### config.mk
export PLATFORM = sky130hd
export DESIGN_NAME = sdrc_wr_buf
export DESIGN_NICKNAME = d
export VERILOG_FILES = /design/src/rtl/sdrc_buf_pkg.sv /design/src/rtl/sdrc_sync_fifo.sv /design/src/rtl/sdrc_wr_buf.sv
export SDC_FILE = /design/constraint.sdc
export NUM_CORES = 1
export LEC_CHECK = 0
export CAP_MARGIN = 10
export CORE_UTILIZATION = 52
export DETAILED_ROUTE_END_ITERATION = 10
export GPL_TIMING_DRIVEN = 1
export PLACE_DENSITY = 0.75
export SETUP_SLACK_MARGIN = 0.3
export SYNTH_ARGS = -nofsm -noshare
export SYNTH_HDL_FRONTEND = slang
export SYNTH_SLANG_ARGS = --single-unit
### constraint.sdc
create_clock -name clk -period 5.55 [get_ports clk]
set_input_delay 1.11 -clock clk [delete_from_list [all_inputs] [get_ports clk]]
set_output_delay 1.11 -clock clk [all_outputs]
set_load 0.02 [all_outputs]
### src/rtl/sdrc_buf_pkg.sv
// Shared types and constants for the SDRAM controller application-side buffers.
// The entry record and sizing constants are common to the write and read buffers.
package sdrc_buf_pkg;

  function automatic int clog2(input int value);
    int res;
    int v;
    res = 0;
    v = value - 1;
    while (v > 0) begin
      res = res + 1;
      v = v >> 1;
    end
    return res;
  endfunction

  localparam int APP_DW = 32;
  localparam int APP_BW = APP_DW / 8;
  localparam int DEPTH  = 8;
  localparam int AW     = clog2(DEPTH);
  localparam int APP_RW = 9;

  typedef struct packed {
    logic [APP_DW-1:0] data;
    logic [APP_BW-1:0] be_n;
    logic              last;
  } wr_entry_t;

  localparam int ENTRY_W = $bits(wr_entry_t);

endpackage

### src/rtl/sdrc_sync_fifo.sv
// Generic first-word-fall-through FIFO: registered storage, head read combinationally
// from the read pointer, occupancy counter that never wraps.
module sdrc_sync_fifo #(
  parameter int WIDTH = 8,
  parameter int DEPTH = 8,
  parameter int AW    = sdrc_buf_pkg::clog2(DEPTH)
) (
  input  logic             clk,
  input  logic             reset,
  input  logic             push,
  input  logic             pop,
  input  logic [WIDTH-1:0] din,
  output logic [WIDTH-1:0] dout,
  output logic [AW:0]      count,
  output logic             empty,
  output logic             full
);

  localparam logic [AW:0]   FULL_CNT = (AW + 1)'(DEPTH);
  localparam logic [AW:0]   CNT_ONE  = (AW + 1)'(1);
  localparam logic [AW-1:0] PTR_ONE  = AW'(1);

  logic [WIDTH-1:0] mem [DEPTH];
  logic [AW-1:0]    wr_ptr;
  logic [AW-1:0]    rd_ptr;
  logic             push_ok;
  logic             pop_ok;

  // A full FIFO refuses pushes even when a pop happens in the same cycle.
  assign push_ok = push & ~full;
  assign pop_ok  = pop & ~empty;

  assign empty = (count == '0);
  assign full  = (count == FULL_CNT);
  assign dout  = mem[rd_ptr];

  always_ff @(posedge clk) begin
    if (push_ok) begin
      mem[wr_ptr] <= din;
    end
  end

  always_ff @(posedge clk) begin
    if (reset) begin
      wr_ptr <= '0;
      rd_ptr <= '0;
      count  <= '0;
    end else begin
      if (push_ok) begin
        wr_ptr <= wr_ptr + PTR_ONE;
      end
      if (pop_ok) begin
        rd_ptr <= rd_ptr + PTR_ONE;
      end
      case ({push_ok, pop_ok})
        2'b10:   count <= count + CNT_ONE;
        2'b01:   count <= count - CNT_ONE;
        default: count <= count;
      endcase
    end
  end

endmodule

### src/rtl/sdrc_wr_buf.sv
// Application write-data buffer in front of the SDRAM bus-width converter.
// Adds the upstream handshake, empty-head masking, burst beat counting and sticky error flags.
module sdrc_wr_buf
  import sdrc_buf_pkg::*;
(
  input  logic              clk,
  input  logic              reset,
  input  logic              wb_valid,
  output logic              wb_ready,
  input  logic [APP_DW-1:0] wb_data,
  input  logic [APP_BW-1:0] wb_be_n,
  input  logic              wb_last,
  output logic [APP_DW-1:0] app_wr_data,
  output logic [APP_BW-1:0] app_wr_en_n,
  input  logic              app_wr_next,
  input  logic              app_last_wr,
  output logic              head_last,
  output logic [AW:0]       buf_count,
  output logic              buf_empty,
  output logic              buf_full,
  output logic [APP_RW-1:0] burst_beats,
  output logic              underrun_err,
  output logic              align_err
);

  wr_entry_t wr_entry;
  wr_entry_t head;
  logic      push;
  logic      pop;

  function automatic logic [APP_RW-1:0] sat_inc(input logic [APP_RW-1:0] value);
    return (&value) ? value : value + APP_RW'(1);
  endfunction

  assign wb_ready = ~buf_full;
  assign push     = wb_valid & wb_ready;
  assign pop      = app_wr_next & ~buf_empty;

  assign wr_entry = '{data: wb_data, be_n: wb_be_n, last: wb_last};

  sdrc_sync_fifo #(
    .WIDTH (ENTRY_W),
    .DEPTH (DEPTH),
    .AW    (AW)
  ) u_fifo (
    .clk   (clk),
    .reset (reset),
    .push  (push),
    .pop   (pop),
    .din   (wr_entry),
    .dout  (head),
    .count (buf_count),
    .empty (buf_empty),
    .full  (buf_full)
  );

  // Stale storage must never reach the converter: an empty head shows masked zeros.
  always_comb begin
    app_wr_data = '0;
    app_wr_en_n = '1;
    head_last   = 1'b0;
    if (!buf_empty) begin
      app_wr_data = head.data;
      app_wr_en_n = head.be_n;
      head_last   = head.last;
    end
  end

  always_ff @(posedge clk) begin
    if (reset) begin
      burst_beats  <= '0;
      underrun_err <= 1'b0;
      align_err    <= 1'b0;
    end else begin
      if (app_wr_next && buf_empty) begin
        underrun_err <= 1'b1;
      end
      if (pop) begin
        if (app_last_wr != head.last) begin
          align_err <= 1'b1;
        end
        burst_beats <= app_last_wr ? '0 : sat_inc(burst_beats);
      end
    end
  end

endmodule
; Word-level counts from Yosys, hierarchy flattened
; Memories as Yosys holds them, arrays and structs flattened. A register that Yosys moved wholly into a read port is not among the register bits.
; Cells that the tools add are included.
[word_totals]
ff_bits = 21
ram_bits = 296
in_bits = 42
out_inout_bits = 55
wordCells = 39
mem_count = 1
[classes]
addsub = 5
n_eq_ne = 5
mux = 10
bitwise_logic = 6
reduce_logical = 6
[memory_table]
columns = name, depth, width, read_ports, rd_clocked_by_memory_dff, write_ports, line
row1 = u_fifo.mem, 8, 37, 1, 1, 1, sdrc_sync_fifo.sv:23  ; logic [WIDTH-1:0] mem [DEPTH];
[op_table]
columns = operator, n
row1 = 32-bit 2-to-1 mux, 1
row2 = 9-bit 2-to-1 mux, 2
row3 = 9-bit by 1-bit adder with 9-bit output (second input constant), 1
row4 = 9-bit AND reduction, 1
row5 = 4-bit case mux with 2 select lines, 1
row6 = 3-bit by 1-bit adder with 3-bit output (second input constant), 2
row7 = 3-bit 2-to-1 mux, 2
row8 = 4-bit by 1-bit adder with 4-bit output (second input constant), 1
row9 = 1-bit bitwise AND, 4
row10 = 4-bit == test (second input constant), 1
row11 = 4-bit zero test, 1
row12 = 4-bit 2-to-1 mux, 1
row13 = 2-bit AND reduction, 2
row14 = 4-bit by 1-bit subtractor with 4-bit output (second input constant), 1
row15 = 1-bit 2-to-1 mux, 3
row16 = 2-bit by 1-bit == test with 1-bit output (second input constant), 1
row17 = 2-bit == test (second input constant), 1
row18 = 2-bit inequality test (second input constant), 1
row19 = 1-bit inverter, 2
row20 = 2-bit nonzero test, 1
row21 = 1-bit logical AND, 1
row22 = 1-bit inequality test, 1

; Logic depth before layout (Yosys ltp)
[logic_depth]
depth_word = 6
depth_mapped = 11
depth_no_buf = 9

; By module
; Synthesis repeated with hierarchy kept, for this count alone.
[unflattened]
cells_unflattened = 610
hier_area_um2 = 12633.4
[modules_own_cells]
columns = module, instances, cells_per_inst, area_each_um2, seq_area_each_um2
row1 = sdrc_sync_fifo, 1, 502, 11763.8, 9148.8
row2 = sdrc_wr_buf, 1, 108, 869.6, 220.2

; Worst setup path before layout
; OpenSTA, ideal clock, no wires.
[synth_timing]
path_kind = register -> register
from = register u_fifo.count[0]
to = memory u_fifo.mem[0][0] in the netlist's numbering (enable)
setup_ns = 0.524
t_arrival_ns = 4.775
required_time_ns = 5.026
slack_ns = 0.251
stages_incl_launch_ff = 5
n_path_buf = 1
synth_period_minus_slack_ns = 5.299
path_cell_list = dfxtp_1 > or4b_1 > clkbuf_1 > nand2_2 > nor4_1
[synth_between]
elab_chain_cells = 6
[synth_rtl]
columns = item, line
row1 = from (decl), sdrc_sync_fifo.sv:14  ; output logic [AW:0] count,
row2 = from (signal assigned), sdrc_sync_fifo.sv:56  ; 2'b10: count <= count + CNT_ONE;
row3 = from (signal assigned), sdrc_sync_fifo.sv:57  ; 2'b01: count <= count - CNT_ONE;
row4 = from (signal assigned), sdrc_sync_fifo.sv:58  ; default: count <= count;
row5 = 4-bit == test (*), sdrc_sync_fifo.sv:34  ; assign full = (count == FULL_CNT);
row6 = 1-bit inverter (*), sdrc_wr_buf.sv:35  ; assign wb_ready = ~buf_full;
row7 = net wb_ready, sdrc_wr_buf.sv:9  ; output logic wb_ready,
row8 = 1-bit bitwise AND, sdrc_wr_buf.sv:36  ; assign push = wb_valid & wb_ready;
row9 = 1-bit bitwise AND (*), sdrc_sync_fifo.sv:30  ; assign push_ok = push & ~full;
row10 = 1-bit 2-to-1 mux (*), sdrc_sync_fifo.sv:38  ; if (push_ok) begin
row11 = 1-bit 2-to-1 mux (not written as such) (*), sdrc_sync_fifo.sv:39  ; mem[wr_ptr] <= din;
row12 = to (decl), sdrc_sync_fifo.sv:23
; Mark *: on every way through the listed nets, which the timed path passes. The rest lies on a longest branch.

==> metrics.md <==
| Metric | Value |
|---|---|
| Synth cell types | `39` |
| Gr ovfl total | `0` |
| Clk buf depth | `3` |
| Die height | `157 um` |
| Crit Path Max Fanout | `52` |
| First-pass GRT wire length | `36.7 mm` |
| Final HPWL DP | `13.5 mm` |
| WL per Instance | `about 23 um` |
| Post-CTS sizing | `0` |
| Startpoint type of the worst setup path | `flip-flop` |
| Final hold vios | `0` |
| Worst slew margin | `21.3%` |
| Routed WL | `24.1 mm` |
| Core ar. | `0.0235 mm^2` |
| P_leak | `4.61 nW` |
| Die Span X | `157 um` |
| Clk_lat worst skew | `~0.54 ns` |
| Clk root buf | `clkbuf_16` |
| Synth top area share | `between 70% and 80%` |
| Final nets | `between 700 and 800` |
| Syn. warnings | `0` |
| Inst Count DP | `1003` |
| I/O Buffers | `96` |
| Initial antenna violation count | `1` |
| Worst-margin pin slew | `1.17 ns` |
| Most frequent cells in the layout | `296 x edfxtp_1, 96 x clkdlybuf4s50_1, 74 x mux4_2` |
| Final WS setup | `1.37 ns` |
| Hold_buf cts | `0` |
| Util after Layout | `63.1%` |
| Total vias in the final route | `around 6k` |
| CP peak stage delay | `~0.66 ns` |
| # clock sinks | `320` |
| GP Congestion | `0.734` |
| # setup viols final | `0` |
| Crit Path Class | `flip-flop to primary output` |
| Area Growth Syn to Fin | `19.4%` |
| Synth top area cells | `edfxtp_1 72%, mux4_2 13%, dfxtp_1 3.9%` |
| Critical Path End Type | `primary output` |
| I/O Pins | `97` |
| # fillers | `about 1.6k` |
| Most common cell after layout, fill and taps aside | `edfxtp_1` |
| Final Non-Filler Cells | `between 1k and 1.5k` |
| Max Fclk | `239 MHz` |
| Final min period | `4.18 ns` |
| DRT iter0 DRCs | `488` |
| Place WS | `roughly 1.9 ns` |
| Status | `finished, final reports clean` |
| Critical-path top delay cell | `dfxtp_4` |
| Sequential area share after synthesis | `75.5%` |
| DRC | `0` |
| Avg Inst Size Synth | `20.6 um^2` |
| DRT Pass-1 Iters | `4` |
| Post-CTS setup buffer count | `0` |
| Vias per inst | `5.75` |
| Pwr/cell area | `464 mW/mm^2` |
| Post-route ant nets | `0` |
| Skew final | `0.00652 ns` |
| Clk slew on worst S/H paths | `0.06 ns` |
| Peak supply drop | `0.000274 V` |
| Floorplan row count | `56` |
| Vias in the first global route | `6400` |
| Setup_tns | `0 ns` |
| Crit path cell chain | `buf_12, mux4_2, mux2i_1, nor2_1, clkdlybuf4s50_1` |
| N_diodes | `0` |
| Cells after Synth | `604` |
| Mapped Nets | `653` |
| MaxCap Viol Count | `0` |
| FF+latch count, synth | `320` |
| Hold crit path type | `flip-flop to flip-flop` |
| Final period utilization | `between 70 and 80%` |
| Initial Util | `a little over half` |
| Cell Area, Synth | `approximately 0.012 mm^2` |
| DIE AREA | `around 0.025 mm^2` |
| CTS tree | `built` |
| Largest net degree at the start of global routing | `74` |
| Synth area leader | `edfxtp_1` |
| Worst EP required | `4.44 ns` |
| CTS H-tree depth | `1` |
| Arrival time worst endpoint | `3.07 ns` |
| Slew Viols, Final | `0` |
| Num CTS Buffers | `31` |
| Layout cells sized above 1 | `20.9%` |
| RSZ-0062 raised after global routing | `false` |
| GRT Util Overall | `20.4%` |
[per-stage QoR]
step                hold WS, ns  area [um^2]  power [mW]
floorplan                 0.454        12400        4.13
global placement          0.451        13800        4.83
detailed placement        0.466        13800        4.87
CTS                       0.481        14800        6.94
global route              0.510        14800        7.16
finish                    0.477        14800        6.87
[cell usage after synthesis]
| library cell | number |
|---|---|
| edfxtp_1 | 296 |
| mux4_2 | 74 |
| nor2_1 | 49 |
| mux2i_1 | 38 |
| dfxtp_1 | 24 |
| buf_2 | 12 |
| nand2_1 | 10 |
| a21oi_1 | 9 |
| buf_1 | 9 |
| nand3_1 | 8 |
| ha_1 | 7 |
| xor2_1 | 7 |
| nor3_2 | 6 |
| xnor2_1 | 6 |
| clkbuf_1 | 5 |
| nor3_1 | 5 |
| nor4_1 | 5 |
| buf_6 | 3 |
| nand2b_1 | 3 |
| nor2b_1 | 3 |
| nor4b_1 | 3 |
| o21ai_0 | 3 |
| inv_1 | 2 |
| nor3b_1 | 2 |
| and3_4 | 1 |
| and3b_1 | 1 |
| buf_4 | 1 |
| clkinv_1 | 1 |
| mux2_2 | 1 |
| nand2_2 | 1 |
| nand3b_1 | 1 |
| nand4_1 | 1 |
| nand4b_1 | 1 |
| o41ai_2 | 1 |
| or2_2 | 1 |
| or3_1 | 1 |
| or4_1 | 1 |
| or4_4 | 1 |
| or4b_1 | 1 |
[power by group]
| part | switching (mW) | leakage, nW | internal [mW] |
|---|---|---|---|
| combinational | 0.969 | 1.24 | 0.906 |
| clock | 0.828 | 0.490 | 1.24 |
| sequential | 0.146 | 2.89 | 2.78 |
[registers in the layout (all words and copies together), names as in the netlist, named ones only]
register and cells:
u_fifo.count 4, u_fifo.mem 296, u_fifo.wr_ptr 3, burst_beats 9, u_fifo.rd_ptr 3, align_err 1
underrun_err 1
[worst max-delay path, delay by kind of cell (launching register included)]
kind | cells | cell delay (ns)
buf+inv | 2 | 1.00
flops | 1 | 0.66
mux | 2 | 0.78
simple gates | 1 | 0.07
[area by class of cell]
| class | count | area (um^2) | area share (%) |
|---|---|---|---|
| Sequential cell | 320 | 9380 | 63.3 |
| Multi-Input combinational cell | 251 | 2940 | 19.8 |
| Timing Repair Buffer | 110 | 1090 | 7.36 |
| Clock buffer | 36 | 795 | 5.36 |
| Tap cell | 319 | 399 | 2.69 |
| Clock inverter | 17 | 206 | 1.39 |
| Inverter | 3 | 11.3 | 0.0760 |
[cells by family (layout without fill, tap and decap cells)]
group,Yosys count,count (layout),synth area share [%]
fa+ha+maj,7,7,0.705
buf+inv,33,166,1.33
flops,320,320,75.5
mux,113,113,16.6
simple gates,105,105,4.40
compound gates,13,13,0.615
xor+xnor,13,13,0.917
[metal layers]
metal	share of wire (%)	track usage [%]	wire (um)	vias to the layer above
li1	-	-	-	2682
met1	42	26.7	10100	3174
met2	52	35.8	12500	170
met3	4.5	3.21	1090	45
met4	2.1	5.56	513	0
met5	0	0	0	-
[path summary, 6_finish.rpt]
path | slack (ns) | startpoint | to | cells past startpoint
setup / recovery | 1.37 | flip-flop | app_wr_data[18] | 5
hold / removal | 0.48 | underrun_err | underrun_err | 2
setup reg to reg | 2.30 | u_fifo.count[1] | u_fifo.count[2] | 9
hold reg to reg | 0.48 | underrun_err | underrun_err | 2
Note: power is estimated with default switching activity, not from simulation.
